[src/rtl/wb_regfile_pkg.sv]
// Shared sizing constants and helpers for the write-back register file.
// Imported by the storage array and the top-level wrapper.
package wb_regfile_pkg;

  localparam int DATA_W = 16;
  localparam int ADDR_W = 5;
  localparam int NREGS  = 32;

  localparam logic [4:0] REG_ZERO = 5'd0;

  localparam int          WCNT_W   = 16;
  localparam logic [15:0] WCNT_MAX = 16'hFFFF;

  // Saturating increment: once at the ceiling the value is held, never wrapped.
  function automatic logic [WCNT_W-1:0] sat_inc(input logic [WCNT_W-1:0] value);
    logic [WCNT_W-1:0] next_v;
    if (value == WCNT_MAX) begin
      next_v = value;
    end else begin
      next_v = value + 16'd1;
    end
    return next_v;
  endfunction

endpackage

[src/rtl/wb_regfile_array.sv]
// Architectural storage: one synchronous write port with async active-low clear
// and three asynchronous read ports. Location 0 has no storage and reads 0.
module wb_regfile_array
  import wb_regfile_pkg::*;
#(
  parameter int DW = DATA_W,
  parameter int AW = ADDR_W,
  parameter int NR = NREGS
) (
  input  logic          clk,
  input  logic          rst,
  input  logic          we,
  input  logic [AW-1:0] waddr,
  input  logic [DW-1:0] wdata,
  input  logic [AW-1:0] raddr1,
  input  logic [AW-1:0] raddr2,
  input  logic [AW-1:0] raddr3,
  output logic [DW-1:0] rdata1,
  output logic [DW-1:0] rdata2,
  output logic [DW-1:0] rdata3
);

  logic [DW-1:0] mem_r [1:NR-1];

  // Storage update: async clear of every location, otherwise a single write port.
  always_ff @(posedge clk or negedge rst) begin
    if (!rst) begin
      for (int i = 1; i < NR; i++) begin
        mem_r[i] <= {DW{1'b0}};
      end
    end else if (we && (waddr != {AW{1'b0}})) begin
      mem_r[waddr] <= wdata;
    end else begin
      mem_r <= mem_r;
    end
  end

  // Asynchronous reads; address 0 has no backing storage.
  always_comb begin
    rdata1 = {DW{1'b0}};
    rdata2 = {DW{1'b0}};
    rdata3 = {DW{1'b0}};
    if (raddr1 != {AW{1'b0}}) begin
      rdata1 = mem_r[raddr1];
    end else begin
      rdata1 = {DW{1'b0}};
    end
    if (raddr2 != {AW{1'b0}}) begin
      rdata2 = mem_r[raddr2];
    end else begin
      rdata2 = {DW{1'b0}};
    end
    if (raddr3 != {AW{1'b0}}) begin
      rdata3 = mem_r[raddr3];
    end else begin
      rdata3 = {DW{1'b0}};
    end
  end

endmodule

[src/rtl/wb_regfile.sv]
// Write-back stage consumer: selects the WB result, commits it to the register
// file, serves the decode read ports with write-first bypass, counts commits.
module wb_regfile
  import wb_regfile_pkg::*;
#(
  parameter int DATA_W = wb_regfile_pkg::DATA_W,
  parameter int ADDR_W = wb_regfile_pkg::ADDR_W,
  parameter int NREGS  = wb_regfile_pkg::NREGS
) (
  input  logic              clk,
  input  logic              rst,
  input  logic              i_REGWrite_W,
  input  logic              i_MEMtoReg_W,
  input  logic [ADDR_W-1:0] i_Write_Reg_W,
  input  logic [DATA_W-1:0] i_DMEM_out,
  input  logic [DATA_W-1:0] i_ALU_out,
  input  logic [ADDR_W-1:0] i_Read_Reg1_D,
  input  logic [ADDR_W-1:0] i_Read_Reg2_D,
  input  logic [ADDR_W-1:0] i_Dbg_Addr,
  output logic [DATA_W-1:0] o_Read_Data1_D,
  output logic [DATA_W-1:0] o_Read_Data2_D,
  output logic [DATA_W-1:0] o_Result_W,
  output logic [DATA_W-1:0] o_Dbg_Data,
  output logic [15:0]       o_Write_Count
);

  logic [DATA_W-1:0] result_s;
  logic              commit_s;
  logic [DATA_W-1:0] arr_rd1_s;
  logic [DATA_W-1:0] arr_rd2_s;
  logic [DATA_W-1:0] arr_dbg_s;
  logic [DATA_W-1:0] rd1_s;
  logic [DATA_W-1:0] rd2_s;
  logic [DATA_W-1:0] dbg_s;
  logic [WCNT_W-1:0] wcount_r;

  // Result select and commit qualification; writes to R0 are dropped here.
  always_comb begin
    result_s = {DATA_W{1'b0}};
    commit_s = 1'b0;
    if (i_MEMtoReg_W) begin
      result_s = i_DMEM_out;
    end else begin
      result_s = i_ALU_out;
    end
    if (i_REGWrite_W && (i_Write_Reg_W != REG_ZERO)) begin
      commit_s = 1'b1;
    end else begin
      commit_s = 1'b0;
    end
  end

  wb_regfile_array #(
    .DW (DATA_W),
    .AW (ADDR_W),
    .NR (NREGS)
  ) u_array (
    .clk    (clk),
    .rst    (rst),
    .we     (commit_s),
    .waddr  (i_Write_Reg_W),
    .wdata  (result_s),
    .raddr1 (i_Read_Reg1_D),
    .raddr2 (i_Read_Reg2_D),
    .raddr3 (i_Dbg_Addr),
    .rdata1 (arr_rd1_s),
    .rdata2 (arr_rd2_s),
    .rdata3 (arr_dbg_s)
  );

  // Decode read ports: R0 forced to zero, then same-cycle bypass of the WB value.
  // The bypass ignores rst so the decode stage sees the in-flight value during reset.
  always_comb begin
    rd1_s = {DATA_W{1'b0}};
    rd2_s = {DATA_W{1'b0}};
    dbg_s = {DATA_W{1'b0}};
    if (i_Read_Reg1_D == REG_ZERO) begin
      rd1_s = {DATA_W{1'b0}};
    end else if (i_REGWrite_W && (i_Write_Reg_W == i_Read_Reg1_D)) begin
      rd1_s = result_s;
    end else begin
      rd1_s = arr_rd1_s;
    end
    if (i_Read_Reg2_D == REG_ZERO) begin
      rd2_s = {DATA_W{1'b0}};
    end else if (i_REGWrite_W && (i_Write_Reg_W == i_Read_Reg2_D)) begin
      rd2_s = result_s;
    end else begin
      rd2_s = arr_rd2_s;
    end
    if (i_Dbg_Addr == REG_ZERO) begin
      dbg_s = {DATA_W{1'b0}};
    end else begin
      dbg_s = arr_dbg_s;
    end
  end

  // Committed-write counter, saturating at its ceiling until the next reset.
  always_ff @(posedge clk or negedge rst) begin
    if (!rst) begin
      wcount_r <= {WCNT_W{1'b0}};
    end else if (commit_s) begin
      wcount_r <= sat_inc(wcount_r);
    end else begin
      wcount_r <= wcount_r;
    end
  end

  assign o_Result_W     = result_s;
  assign o_Read_Data1_D = rd1_s;
  assign o_Read_Data2_D = rd2_s;
  assign o_Dbg_Data     = dbg_s;
  assign o_Write_Count  = wcount_r;

endmodule

[config.mk]
export PLATFORM = sky130hd
export DESIGN_NAME = wb_regfile
export DESIGN_NICKNAME = d
export VERILOG_FILES = /design/src/rtl/wb_regfile_pkg.sv /design/src/rtl/wb_regfile_array.sv /design/src/rtl/wb_regfile.sv
export SDC_FILE = /design/constraint.sdc
export NUM_CORES = 2
export LEC_CHECK = 0
export ABC_CLOCK_PERIOD_IN_PS = 3400
export BUFFER_PORTS_ARGS = -buffer_cell sky130_fd_sc_hd__buf_2
export CAP_MARGIN = 10
export CORE_MARGIN = 3
export CORE_UTILIZATION = 65
export DETAILED_ROUTE_END_ITERATION = 16
export GPL_TIMING_DRIVEN = 1
export PLACE_DENSITY = 0.86
export SLEW_MARGIN = 20
export SYNTH_ARGS = -nofsm -noshare
export SYNTH_HDL_FRONTEND = slang
export SYNTH_HIERARCHICAL = 1
export SYNTH_SLANG_ARGS = --single-unit
[constraint.sdc]
create_clock -name clk -period 3.4 [get_ports clk]
set_input_delay 0.34 -clock clk [delete_from_list [all_inputs] [get_ports clk]]
set_output_delay 0.34 -clock clk [all_outputs]
set_load 0.02 [all_outputs]
### Yosys cells after proc, flatten, opt, wreduce, memory -nomap -nowiden

Cells that the tools add are included.

| word-level totals | value |
|---|---|
| register bits after elaboration | 512 |
| output and inout port bits | 80 |
| word-level logic and storage cells | 81 |

| operators by class | value |
|---|---|
| $add $sub $neg | 1 |
| order comparisons | 5 |
| equality and inequality tests | 3 |
| muxes and demuxes | 22 |
| bitwise operators | 5 |
| reductions and logical operators | 13 |

Operators by type and width:

| operator | number |
|---|---|
| $bwmux W496 | 1 |
| $mux W16 | 16 |
| $bmux W16 S5 | 3 |
| $demux W16 S5 | 1 |
| $ge A6 B6 Y1 const B | 4 |
| $not A5 Y6 | 4 |
| $reduce_bool A5 Y1 | 4 |
| $add A16 B1 Y16 const B | 1 |
| $eq A16 B16 Y1 const B | 1 |
| $logic_not A5 Y1 | 3 |
| $eq A5 B5 Y1 | 2 |
| $lt A6 B1 Y1 const B | 1 |
| $logic_and A1 B1 Y1 | 5 |
| $reduce_and A2 Y1 | 1 |
| $mux W1 | 1 |
| $not A1 Y1 | 1 |

### Depth between registers and ports, before layout

| depth | value |
|---|---|
| depth after elaboration | 7 |
| mapped depth | 10 |
| mapped depth without buffers | 7 |

### Modules after synthesis

Netlist, hierarchy kept.

By module, submodules not included:

| module | times used | cells each | area each (um2) | sequential area each (um2) |
|---|---|---|---|---|
| wb_regfile_array | 1 | 2,296 | 31,143.6 | 12,411.9 |
| wb_regfile | 1 | 245 | 1,868.0 | 400.4 |

### Least setup slack after synthesis

No wires, ideal clock.

| timing | value |
|---|---|
| path kind | input-to-reg |
| start | input port i_Write_Reg_W[0] |
| end | register u_array/mem_r[421] (netlist bit) |
| library setup time | 0.125 ns |
| data arrival time | 2.356 ns |
| setup slack | 0.919 ns |
| stages | 8 |
| path buffers | 2 |
| cell sequence | or4_4 o21ai_4 inv_1 and3b_1 clkbuf_1 nand2_1 buf_2 mux2_2 |

RTL lines:

| what | RTL line | source |
|---|---|---|
| from (decl) | wb_regfile.sv:14 | `input logic [ADDR_W-1:0] i_Write_Reg_W,` |
| $reduce_bool A5 Y1 | wb_regfile.sv:46 | `if (i_REGWrite_W && (i_Write_Reg_W != REG_ZERO)) begin` |
| $logic_and A1 B1 Y1 | wb_regfile.sv:46 |  |
| $mux W1 | wb_regfile.sv:46 |  |
| net commit_s | wb_regfile.sv:28 | `logic commit_s;` |
| $logic_and A1 B1 Y1 | wb_regfile_array.sv:31 | `end else if (we && (waddr != {AW{1'b0}})) begin` |
| to (signal, indexed assignment) | wb_regfile_array.sv:29 | `mem_r[i] <= {DW{1'b0}};` |
| to (signal, indexed assignment) | wb_regfile_array.sv:32 | `mem_r[waddr] <= wdata;` |
| to (signal assigned) | wb_regfile_array.sv:34 | `mem_r <= mem_r;` |
| to (decl) | wb_regfile_array.sv:23 | `logic [DW-1:0] mem_r [1:NR-1];` |

The timed path passes the listed nets, and every way through them passes these cells.
A chain may end at the register's enable or synchronous reset.

### Worst setup path after layout

| timing | value |
|---|---|
| start | register u_array/mem_r[77] (netlist bit) |
| end | output port o_Read_Data1_D[13] |

| on the way | value |
|---|---|
| longest elaborated chain between the ends | 6 |

Ends and longest elaborated chain:

| what | RTL line | source |
|---|---|---|
| $bmux W16 S5 | wb_regfile_array.sv:44 | `rdata1 = mem_r[raddr1];` |
| $mux W16 (not written as such) (2 in a row) | wb_regfile_array.sv:44 |  |
| $mux W16 | wb_regfile_array.sv:43 | `if (raddr1 != {AW{1'b0}}) begin` |
| net arr_rd1_s[13] | wb_regfile.sv:29 | `logic [DATA_W-1:0] arr_rd1_s;` |
| $mux W16 | wb_regfile.sv:79 | `end else if (i_REGWrite_W && (i_Write_Reg_W == i_Read_Reg1_D)) begin` |
| $mux W16 | wb_regfile.sv:77 | `if (i_Read_Reg1_D == REG_ZERO) begin` |
| to (decl) | wb_regfile.sv:20 | `output logic [DATA_W-1:0] o_Read_Data1_D,` |

The timed path passes the listed nets, and every way through them passes these cells. The select of a mux whose other input is x is not followed.

==> flow_summary.ini <==
[global_routing]
grt_first_pass_wirelength_microns = 175100
grt_max_degree = 103
grtUsageTotal = 0.4449
first_global_vias = 26094
global_route.overflow_total = 0
antenna_found_initial = 3

[synth]
post_synth_inst_count = 2541
synth.avg_cell_area_sq_um = 12.99
synth_top_cell_area_share = 0.3881
postSynthNetCount = 2598
post_synth_main_area_contributors = sky130_fd_sc_hd__dfrtp_1, sky130_fd_sc_hd__mux2_2, sky130_fd_sc_hd__mux4_2, sky130_fd_sc_hd__mux2i_1, sky130_fd_sc_hd__nor2b_1
synth_enable_flop_cells = 0
synth-main-ff-cell = sky130_fd_sc_hd__dfrtp_1
syn_area_sq_um = 33010
post_synth_num_cell_types = 59
synth_seq_cells = 512
synth.largest_area_cell = sky130_fd_sc_hd__dfrtp_1
synth_seq_area_share = 0.3881
yosysWarningCount = 6
synth_async_sr_flop_share = 1.000

[setup_path]
worst_setup_path_start_kind = register
critPathMaxFanout = 4
ff2ff_setup_slack_ns = 1.55
arrival_ns = 3.03
path_class = register to output pin
end_kind = output pin
worst_setup_path_startpoint = u_array/mem_r[77]$_DFFE_PN0P_
ff2ff_path_depth = 5
r2r-end = o_Write_Count[1]$_DFFE_PN0P_
cp_data_required_time_ns = 3.06
worstReg2RegStart = o_Write_Count[0]$_DFFE_PN0P_

[sta]
rsz0062_at_grt = false
final.setup.tns_ns = 0
timing_hold_violations_final = 0
setup_viol = 0
finClkSkew_ns = 0.002075
worst_slew_pin_slew_ns = 1.075
timing.fmax_mhz = 296.5
max-slew-margin-rel = 0.2817
period_needed_ns = 3.373
timing.final.max_slew_violations = 0
layout_worst_path_cycle_share = 0.9921

[placement]
dpl.hpwl_microns = 79510
placer_s_final_routability_congestion_estimate = 0.9870
count_of_buffers_inserted_at_the_top_level_ports = 135
dpl-instance-area_sq_um = 35180

[die]
core_region_area_sq_um = 49560
floorplan.die_area_sq_um = 53530
pin_count = 136
rows = 81
dieHeight_microns = 231.4
floorplan.initialDensity = 0.6661
chip_width_microns = 231.4

[drt]
drc = 0
drt-vias-per-instance = 7.673
drt-wirelength-per-cell_microns = 34.88
number_of_vias_in_the_routed_layout = 26011
detailedRoute.firstPassIterationCount = 7
antenna_violating_nets_post_route = 0
wirelength_microns = 118200
drt-initial-drc-count = 3899

[clock_network]
clock_root_buffer = sky130_fd_sc_hd__clkbuf_16
clock_insertion_delay_worst_skew_ns = 0.63
clock_sink_count = 512
setup_buffers_after_cts = 0
cts_tree = yes
numCtsBuffers = 55
number_of_h_tree_levels = 2
path_clk_slew_ns = 0.07
number_of_buffers_on_the_longest_clock_path = 3

[power_and_ir_drop]
peakVddDrop_mv = 0.4708
fin_total_pwr_mw = 21.25
power.static_leakage_nw = 15.98
pwr_density_cell_nw_per_um2 = 571.6

[final_layout]
antenna_cells = 0
final_area_sq_um = 37170
most_frequent_standard_cell_in_the_layout_excluding_fill_and_tap_cells = sky130_fd_sc_hd__mux2_2
most-common-layout-cells = sky130_fd_sc_hd__mux2_2, sky130_fd_sc_hd__dfrtp_1, sky130_fd_sc_hd__mux4_2
areaGrowthSynthToFinish_pct = 12.60
design.final.nets = 2738
utilization = 0.7500
drive_above_1_share = 0.4813

[outcome]
status = completed

[min_path]
hold_path_end = u_array/mem_r[238]$_DFFE_PN0P_
timing.hold.worst.class = primary input to register
min_path_cells = 3
hold_start = i_DMEM_out[14]

[job]
cap_viol_max_count = 0
[power by group]
part / leakage, nW / internal, mW / switching [mW]
clock: 0.954 / 3.93 / 2.65
sequential: 6.56 / 7.39 / 1.41
combinational: 8.47 / 3.18 / 2.68
total: 16.0 / 14.5 / 6.75
[repair_timing]
action,4_1_cts,5_1_grt
gates resized for setup,0,0
hold buffers,1,0
hold endpoints to repair,89,0
[through the flow]
stage / std cells / hold WS [ns] / worst slack (ns)
after CTS: 3390 / 0.2265 / 0.1038
after global placement: 3287 / 0.4669 / 0.05931
after global routing: 3390 / 0.2727 / 0.002779
final: 3390 / 0.2416 / 0.02690
after floorplan: 2541 / 0.04441 / 0.9195
after detailed placement: 3287 / 0.4934 / 0.2276
[worst max path at each step]
stage,to,slack [ns],cells past startpoint
after floorplan,u_array/mem_r[421]$_DFFE_PN0P_,0.92,8
after global placement,o_Dbg_Data[1],0.06,8
after detailed placement,o_Dbg_Data[5],0.23,9
after CTS,o_Read_Data1_D[13],0.10,7
after global routing,o_Read_Data1_D[13],0.003,7
final,o_Read_Data1_D[13],0.03,7
[cell families after synthesis]
logic type / Yosys count / share of synthesized area
buffers and inverters: 272 / 0.04226
adder cells (fa/ha/maj): 1 / 0.0003790
AND/OR/NAND/NOR: 406 / 0.06572
AO/OA/AOI/OAI: 320 / 0.06701
flip-flops: 512 / 0.3881
XOR/XNOR: 25 / 0.006633
multiplexers: 1005 / 0.4299
[cells in the mapped netlist (all sizes together), types with 10 or more instances]
master	n
mux2	582
a22oi	18
nor2b	86
o22ai	38
buf	153
mux2i	154
mux4	269
nand2	75
xor2	11
dfrtp	512
nand3	11
o211ai	21
xnor2	14
a21oi	62
nand2b	10
a211oi	59
a221oi	32
clkbuf	112
a2111oi	25
nor2	63
nor3	97
nor4	14
a31oi	22
o21ai	29
[routing by layer]
layer | vias to the layer above | wire (microns) | GRT usage
met5 | - | 68 | 0
met4 | 5 | 7583 | 0.2241
met3 | 523 | 17090 | 0.1642
met2 | 2132 | 50640 | 0.6453
met1 | 13154 | 42860 | 0.5942
li1 | 10197 | - | -
[state kept, by name (all words and copies together) (netlist names)]
register,cells
u_array/mem_r,496
o_Write_Count,16
[cell type report]
| class | instances | area [sq um] |
|---|---|---|
| Clock inverter | 23 | 349.1 |
| Sequential cell | 512 | 12810 |
| Timing Repair Buffer | 348 | 2694 |
| Inverter | 7 | 26.28 |
| Tap cell | 664 | 830.8 |
| Clock buffer | 79 | 1628 |
| Multi-Input combinational cell | 1757 | 18830 |
| Fill cell | 3162 | 12390 |
[critical path, stage by stage, from the launching register on]
cell and delay (ns):
sky130_fd_sc_hd__dfrtp_1 0.40, sky130_fd_sc_hd__mux4_2 0.49, sky130_fd_sc_hd__mux2_2 0.27, sky130_fd_sc_hd__o211ai_1 0.47, sky130_fd_sc_hd__o21ai_0 0.20, sky130_fd_sc_hd__a21oi_1 0.30, sky130_fd_sc_hd__nor3_1 0.09, sky130_fd_sc_hd__buf_2 0.17
Note: power is estimated with default switching activity, not from simulation.
